File: src/rtl/cpu_pkg.sv
// Shared definitions for the fetch pipeline: widths, reset address, PC step
// and the fetch-stage state encoding.
package cpu_pkg;

    localparam int unsigned XLEN             = 32;
    localparam logic [31:0] RESET_PC_DEFAULT = 32'h0000_0000;
    localparam logic [31:0] PC_INC           = 32'd4;

    typedef enum logic [1:0] {
        IDLE,
        WAIT,
        STALL,
        DROP
    } fetch_state_e;

endpackage

File: src/rtl/if_id_reg.sv
// IF/ID pipeline register: flush beats load, load beats consume, and a
// stalled ID holds the current entry.
module if_id_reg #(
    parameter int unsigned XLEN = cpu_pkg::XLEN
) (
    input  logic            clk_i,
    input  logic            rst_i,
    input  logic            load_i,
    input  logic            flush_i,
    input  logic            stall_i,
    input  logic [XLEN-1:0] pc_i,
    input  logic [XLEN-1:0] inst_i,
    output logic            valid_o,
    output logic [XLEN-1:0] pc_o,
    output logic [XLEN-1:0] inst_o
);

    logic            valid_q, valid_d;
    logic [XLEN-1:0] pc_q, pc_d;
    logic [XLEN-1:0] inst_q, inst_d;

    // pc/inst keep their last value whenever the entry is invalidated
    always_comb begin
        valid_d = valid_q;
        pc_d    = pc_q;
        inst_d  = inst_q;
        if (flush_i) begin
            valid_d = 1'b0;
        end else if (load_i) begin
            valid_d = 1'b1;
            pc_d    = pc_i;
            inst_d  = inst_i;
        end else if (!stall_i) begin
            valid_d = 1'b0;
        end
    end

    always_ff @(posedge clk_i) begin
        if (rst_i) begin
            valid_q <= 1'b0;
            pc_q    <= '0;
            inst_q  <= '0;
        end else begin
            valid_q <= valid_d;
            pc_q    <= pc_d;
            inst_q  <= inst_d;
        end
    end

    assign valid_o = valid_q;
    assign pc_o    = pc_q;
    assign inst_o  = inst_q;

endmodule

File: src/rtl/if_fetch_stage.sv
// Instruction-fetch stage: owns the PC, runs a single-outstanding request to
// instruction memory and feeds the IF/ID register with one-entry buffering.
module if_fetch_stage #(
    parameter logic [31:0] RESET_PC = cpu_pkg::RESET_PC_DEFAULT,
    parameter int unsigned XLEN     = cpu_pkg::XLEN
) (
    input  logic            clk,
    input  logic            rst,
    input  logic [XLEN-1:0] next_pc,
    input  logic            redirect,
    output logic [XLEN-1:0] pc_plus4,
    output logic            imem_req,
    output logic [XLEN-1:0] imem_addr,
    input  logic            imem_ack,
    input  logic [XLEN-1:0] imem_rdata,
    input  logic            id_stall,
    output logic            if_id_valid,
    output logic [XLEN-1:0] if_id_pc,
    output logic [XLEN-1:0] if_id_inst
);

    import cpu_pkg::*;

    fetch_state_e    state_q, state_d;
    logic [XLEN-1:0] pc_q, pc_d;
    logic [XLEN-1:0] buf_pc_q, buf_pc_d;
    logic [XLEN-1:0] buf_inst_q, buf_inst_d;
    logic [XLEN-1:0] drop_addr_q, drop_addr_d;
    logic            req_q, req_d;
    logic [XLEN-1:0] addr_q, addr_d;

    logic [XLEN-1:0] npc_aligned;
    logic            ifid_free;
    logic            load;
    logic [XLEN-1:0] load_pc;
    logic [XLEN-1:0] load_inst;

    assign npc_aligned = next_pc & ~XLEN'(3);
    assign ifid_free   = !if_id_valid || !id_stall;

    always_comb begin
        state_d     = state_q;
        pc_d        = pc_q;
        buf_pc_d    = buf_pc_q;
        buf_inst_d  = buf_inst_q;
        drop_addr_d = drop_addr_q;
        unique case (state_q)
            IDLE: state_d = WAIT;
            WAIT: begin
                if (redirect) begin
                    pc_d = npc_aligned;
                    if (!imem_ack) begin
                        state_d     = DROP;
                        drop_addr_d = pc_q;
                    end
                end else if (imem_ack) begin
                    pc_d = npc_aligned;
                    if (!ifid_free) begin
                        buf_pc_d   = pc_q;
                        buf_inst_d = imem_rdata;
                        state_d    = STALL;
                    end
                end
            end
            STALL: begin
                if (redirect) begin
                    pc_d    = npc_aligned;
                    state_d = WAIT;
                end else if (!id_stall) begin
                    state_d = WAIT;
                end
            end
            DROP: begin
                if (redirect) pc_d = npc_aligned;
                if (imem_ack) state_d = WAIT;
            end
            default: state_d = IDLE;
        endcase
        // request outputs are registered: derive them from the next state
        req_d  = (state_d == WAIT) || (state_d == DROP);
        addr_d = (state_d == DROP) ? drop_addr_d : pc_d;
    end

    always_ff @(posedge clk) begin
        if (rst) begin
            state_q     <= IDLE;
            pc_q        <= XLEN'(RESET_PC);
            buf_pc_q    <= '0;
            buf_inst_q  <= '0;
            drop_addr_q <= '0;
            req_q       <= 1'b0;
            addr_q      <= XLEN'(RESET_PC);
        end else begin
            state_q     <= state_d;
            pc_q        <= pc_d;
            buf_pc_q    <= buf_pc_d;
            buf_inst_q  <= buf_inst_d;
            drop_addr_q <= drop_addr_d;
            req_q       <= req_d;
            addr_q      <= addr_d;
        end
    end

    // a buffered instruction drains as soon as ID frees up, ahead of new fetches
    always_comb begin
        load      = 1'b0;
        load_pc   = pc_q;
        load_inst = imem_rdata;
        if (state_q == WAIT && imem_ack && !redirect && ifid_free) begin
            load = 1'b1;
        end else if (state_q == STALL && !redirect && !id_stall) begin
            load      = 1'b1;
            load_pc   = buf_pc_q;
            load_inst = buf_inst_q;
        end
    end

    if_id_reg #(
        .XLEN(XLEN)
    ) u_if_id_reg (
        .clk_i   (clk),
        .rst_i   (rst),
        .load_i  (load),
        .flush_i (redirect),
        .stall_i (id_stall),
        .pc_i    (load_pc),
        .inst_i  (load_inst),
        .valid_o (if_id_valid),
        .pc_o    (if_id_pc),
        .inst_o  (if_id_inst)
    );

    assign pc_plus4  = pc_q + XLEN'(PC_INC);
    assign imem_req  = req_q;
    assign imem_addr = addr_q;

endmodule

File: config.mk
export PLATFORM = sky130hd
export DESIGN_NAME = if_fetch_stage
export DESIGN_NICKNAME = d
export VERILOG_FILES = /design/src/rtl/cpu_pkg.sv /design/src/rtl/if_id_reg.sv /design/src/rtl/if_fetch_stage.sv
export SDC_FILE = /design/constraint.sdc
export NUM_CORES = 1
export LEC_CHECK = 0
export ABC_CLOCK_PERIOD_IN_PS = 2190
export CORE_UTILIZATION = 44
export DETAILED_ROUTE_END_ITERATION = 8
export GPL_TIMING_DRIVEN = 0
export MAX_ROUTING_LAYER = met4
export PLACE_DENSITY = 0.72
export SLEW_MARGIN = 10
export SYNTH_ARGS = -nofsm -noshare
export SYNTH_HDL_FRONTEND = slang
export SYNTH_HIERARCHICAL = 1
export SYNTH_SLANG_ARGS = --single-unit
File: constraint.sdc
create_clock -name clk -period 2.19 [get_ports clk]
set_input_delay 0.219 -clock clk [delete_from_list [all_inputs] [get_ports clk]]
set_output_delay 0.219 -clock clk [all_outputs]
set_load 0.1 [all_outputs]
## Yosys cells after proc, flatten, opt, wreduce, memory -nomap -nowiden

Index checks and enable logic that the tools add are counted.

- Register bits: 228
- Output and inout bits: 130

- Reductions and logical operators: 15
- Bitwise logic cells: 2
- Add/sub/neg operators: 1
- Muxes and demuxes: 24
- Equality and inequality tests: 6

Operators with widths:

| operator | count |
|---|---|
| $mux W32 | 11 |
| $pmux W32 S2 | 1 |
| $add A32 B3 Y32 const B | 1 |
| $mux W2 | 7 |
| $pmux W2 S4 | 1 |
| $eq A2 B2 Y1 const B | 3 |
| $logic_and A1 B1 Y1 | 5 |
| $eq A2 B1 Y1 const B | 2 |
| $mux W1 | 4 |
| $reduce_and A4 Y1 | 1 |
| $reduce_or A2 Y1 | 2 |
| $logic_not A1 Y1 | 3 |
| $logic_not A2 Y1 | 1 |
| $logic_or A1 B1 Y1 | 2 |
| $ne A2 B1 Y1 const B | 1 |
| $not A1 Y1 | 2 |
| $reduce_and A2 Y1 | 1 |

## Longest topological paths before layout

- Depth after elaboration: 8
- Gate-level depth with buffers: 8
- Mapped depth without buffers: 6

## Hierarchy

The synthesis kept the hierarchy.

By module, submodules not included:

| module | area each (um2) | seq. area each (um2) | instances | cells an instance |
|---|---|---|---|---|
| if_fetch_stage | 7344.5 | 3243.1 | 1 | 840 |
| if_id_reg | 3260.6 | 1301.2 | 1 | 295 |

## Least setup slack after synthesis

No wires, ideal clock.

- Path kind: reg2out
- Start: register pc_q[2]
- End: output port pc_plus4[24]
- Data required time: 1.971 ns
- Cell stages (with the launch flop): 6
- Slack: -0.972 ns
- Arrival time: 2.943 ns
- Path through: dfxtp_1 -> ha_1 -> inv_1 -> or4_4 -> nor4_2 -> xor2_1

- Longest elaborated chain between the ends: 1

RTL lines:

| element | RTL line | text |
|---|---|---|
| start: declaration | if_fetch_stage.sv:25 | `logic [XLEN-1:0] pc_q, pc_d;` |
| start signal: assignment | if_fetch_stage.sv:87 | `pc_q <= XLEN'(RESET_PC);` |
| start signal: assignment | if_fetch_stage.sv:95 | `pc_q <= pc_d;` |
| $add A32 B3 Y32 | if_fetch_stage.sv:133 | `assign pc_plus4 = pc_q + XLEN'(PC_INC);` |
| end: declaration | if_fetch_stage.sv:11 | `output logic [XLEN-1:0] pc_plus4,` |

No other way between the ends.

## Worst setup path after layout

Ends and elaborated chain as after synthesis.

==> impl_metrics.tcl <==
set metrics [dict create \
    status "finished with violations" \
    violations "negative setup slack" \
    worstSetupEndpointType "output pin" \
    cts.clk_slew.worst_paths_ns 0.06 \
    hold_ws_ns 0.145 \
    clk_latency_ns 0.53 \
    insertedDiodeCount 0 \
    powerDensity_mw_per_mm2 717 \
    drt_iter0_drc 435 \
    worstMarginPinSlew_ns 1.06 \
    grt_overflow 0 \
    maxClockFrequency_ghz 0.369 \
    h-tree-depth 1 \
    vias 8971 \
    cts_sinks 227 \
    p_seq_frac 0.411 \
    dr.pass1.iters 6 \
    cts_tree "done" \
    cp_num_buf_inv 2 \
    netlist_area_sq_mm 0.0106 \
    vias_per_cell 5.22 \
    grt_pass1_vias 8633 \
    grtUsageTotal 0.244 \
    cts_max_path_buffers 3 \
    synthFlopType "dfxtp_1" \
    drv_cap 0 \
    post-route-min-period_ns 2.71 \
    core-area_sq_mm 0.0235 \
    seq_area_frac_synth 0.429 \
    start_util 0.450 \
    power_frac_comb 0.191 \
    critical_path_arrival_ns 2.49 \
    setup_ws_ns -0.520 \
    die_h_microns 157 \
    drive_gt1_frac 0.284 \
    worstHoldPathCells 3 \
    rows 56 \
    cpMaxStageDelayCell "or4_4" \
    synthCells 1135 \
    wirelength_microns 29700 \
    io_buffers 195 \
    rsz0062_at_grt "yes" \
    postSynthRegisterBits 227 \
    postRouteAntennaNets 0 \
    swShare 0.302 \
    cp_cell_sequence "ha_4 > inv_1 > or4_4 > nor4_4 > xor2_2 > buf_12" \
    syn_area_per_cell_sq_um 9.34 \
    cts_made_buffers 26 \
    p_sw_w 0.00318 \
    ios 199 \
    chipWidth_microns 157 \
    fin_nets 1450 \
    cp_max_fo 4 \
    start_kind "register" \
    cpPeakStageDelay_ns 0.59 \
    async_flop_share 0 \
    dp_hpwl_microns 20900 \
    synthToLayoutAreaGrowth_pct 38.9 \
    p_clk_frac 0.397 \
    drc 0 \
    path_depth 6 \
    fill_cells 2011 \
    critPathKind "register to output pin" \
    worst_clock_skew_ns 0.0147 \
    antenna_found_initial 0 \
    syn_nets 1205 \
    finalMaxSlewViolations 0 \
    place_ws_ns -1.15 \
    peakVddDrop_mv 0.459 \
    required_ns 1.97 \
    place.gp.congestion 0.839 \
    hp-class "primary input to register" \
    cellInternalPower_w 0.00737 \
    max_slew_margin 0.298 \
    period_share 1.24 \
    reg2reg_depth 7 \
    setup_viol 22 \
    hold_viol 0 \
    root_buffer "clkbuf_16" \
    grt_pass1_wl_microns 46000 \
    cpLargestDelayFamily "simple AND/OR/NAND/NOR gates" \
    yosysUniqueCellTypes 43 \
    grt_max_degree 13 \
    wire_per_inst_microns 17.3 \
    synth_edf_count 0 \
    yosys_warnings 6 \
    die_area_sq_mm 0.0247 \
    power.leakage_nw 6.14 \
]
per-stage QoR:
step                 util  power [W]  cell area [sq um]  std cells  TNS (ns)
global route        0.626     0.0109              14700       1718     -9.10
global placement    0.570    0.00638              13400       1649    -58.81
floorplan               -    0.00585              11100       1135    -0.664
finish              0.626     0.0106              14700       1718     -7.22
CTS                 0.615     0.0106              14500       1701     -8.36
detailed placement  0.570    0.00640              13400       1649    -62.04
layout make-up:
cell class | count | area, sq um | share of cell area
Inverter | 3 | 11.3 | 0.000764
Clock inverter | 10 | 53.8 | 0.00365
Buffer | 107 | 662 | 0.0449
Clock buffer | 37 | 773 | 0.0525
Tap cell | 319 | 399 | 0.0271
Timing Repair Buffer | 229 | 2230 | 0.152
Sequential cell | 227 | 4590 | 0.311
Multi-Input combinational cell | 786 | 6010 | 0.408
state kept, by name, indices dropped and copies added (netlist names):
register	flops
buf_inst_q	32
buf_pc_q	32
drop_addr_q	32
imem_addr	32
pc_q	32
state_q	2
u_if_id_reg/inst_o	32
u_if_id_reg/pc_o	32
u_if_id_reg/valid_o	1
synth_stat cells, types with 2 or more instances:
master | instances | area share
xnor2_1 | 22 | 0.018
dfxtp_1 | 227 | 0.43
inv_1 | 3 | 0.0011
nand2b_1 | 70 | 0.041
nor4_2 | 3 | 0.0035
mux2_2 | 62 | 0.066
nand4_1 | 7 | 0.0041
buf_1 | 3 | 0.0011
clkbuf_1 | 54 | 0.019
nand3_1 | 16 | 0.0076
a31oi_1 | 3 | 0.0018
o221a_2 | 30 | 0.032
mux2i_1 | 60 | 0.057
o21ai_2 | 60 | 0.050
o21ai_1 | 4 | 0.0019
and3_1 | 2 | 0.0012
nand4b_1 | 2 | 0.0017
buf_2 | 43 | 0.020
buf_6 | 2 | 0.0021
nand2_1 | 147 | 0.052
nor2b_1 | 3 | 0.0018
and3b_1 | 3 | 0.0025
buf_4 | 9 | 0.0064
nor2_1 | 132 | 0.047
clkbuf_2 | 2 | 0.00094
buf_12 | 6 | 0.011
nand4bb_1 | 64 | 0.068
nor3_1 | 4 | 0.0019
a21oi_1 | 69 | 0.033
o21ai_0 | 3 | 0.0014
and4_1 | 3 | 0.0025
xor2_1 | 6 | 0.0050
repair_timing:
item,in CTS,in global routing
hold buffers,0,0
resized for setup,349,61
endpoints found under the setup margin,162,105
buffers inserted,13,21
cloned,0,0
pin swaps,17,14
per-layer routing:
metal  track usage  wire [microns]
met5             -               0
met3        0.0256            1400
met2         0.404           14300
met1         0.323           13500
met4        0.0504             422
worst register-to-register path, stage by stage (launching register included):
cell       delay [ns]
dfxtp_2          0.40
nand2b_1         0.13
nor3_4           0.19
buf_4            0.25
buf_2            0.30
mux2_2           0.38
nand4bb_1        0.14
o21ai_2          0.07
worst paths after layout:
check / from / endpoint / slack [ns]
worst min register to register: buf_pc_q[17] / buf_pc_q[17] / 0.45
worst max-delay path: pc_q[2] / pc_plus4[24] / -0.52
worst max register to register: state_q[1] / u_if_id_reg/pc_o[26] / 0.21
worst min-delay path: rst / u_if_id_reg/pc_o[29] / 0.15
cell families (layout without fill, tap and decap cells):
family	after synthesis	after routing	synth area share
AOI/OAI and AO/OA	170	170	0.120
xor gates and xnor gates	28	28	0.0231
adders and majority gates	1	1	0.00118
buffers and inverters	122	386	0.0623
DFF	227	227	0.429
muxes	122	122	0.122
and+or+nand+nor	465	465	0.243
power groups by stage:
stage	clock (W)	combinational (W)	sequential [W]
CTS	0.00425	0.00200	0.00434
detailed placement	0	0.00200	0.00440
finish	0.00420	0.00202	0.00434
floorplan	0	0.000950	0.00490
global placement	0	0.00199	0.00439
global route	0.00442	0.00210	0.00436
cells in the final DEF, fill, tap and decap left out, types with 3 or more instances in the layout:
cell,synthesis,routed
mux2i_1,60,60
mux2_2,62,62
dfxtp_1,227,208
nor3_4,0,3
o21ai_2,60,60
a21oi_1,69,69
xnor2_2,0,3
inv_1,3,3
nor4_4,0,3
clkbuf_16,0,27
a31oi_1,3,3
nor2_1,132,127
nand3_2,0,3
buf_6,2,18
o21ai_1,4,4
clkinv_2,0,9
buf_4,9,42
dfxtp_4,0,7
clkdlybuf4s50_1,0,65
o21ai_0,3,3
nand3_1,16,11
nor2_4,0,3
nand4_1,7,7
dfxtp_2,0,12
xor2_2,0,3
clkbuf_8,0,7
nand4bb_1,64,64
buf_12,6,20
buf_2,43,40
o221a_2,30,30
dlygate4sd2_1,0,94
dlymetal6s2s_1,0,4
nand2_1,147,144
nor2b_1,3,3
buf_1,3,3
xnor2_4,0,19
and3b_1,3,3
nand2b_1,70,70
clkbuf_1,54,45
clkdlybuf4s15_2,0,3
Power figures use the tool's default switching activity.
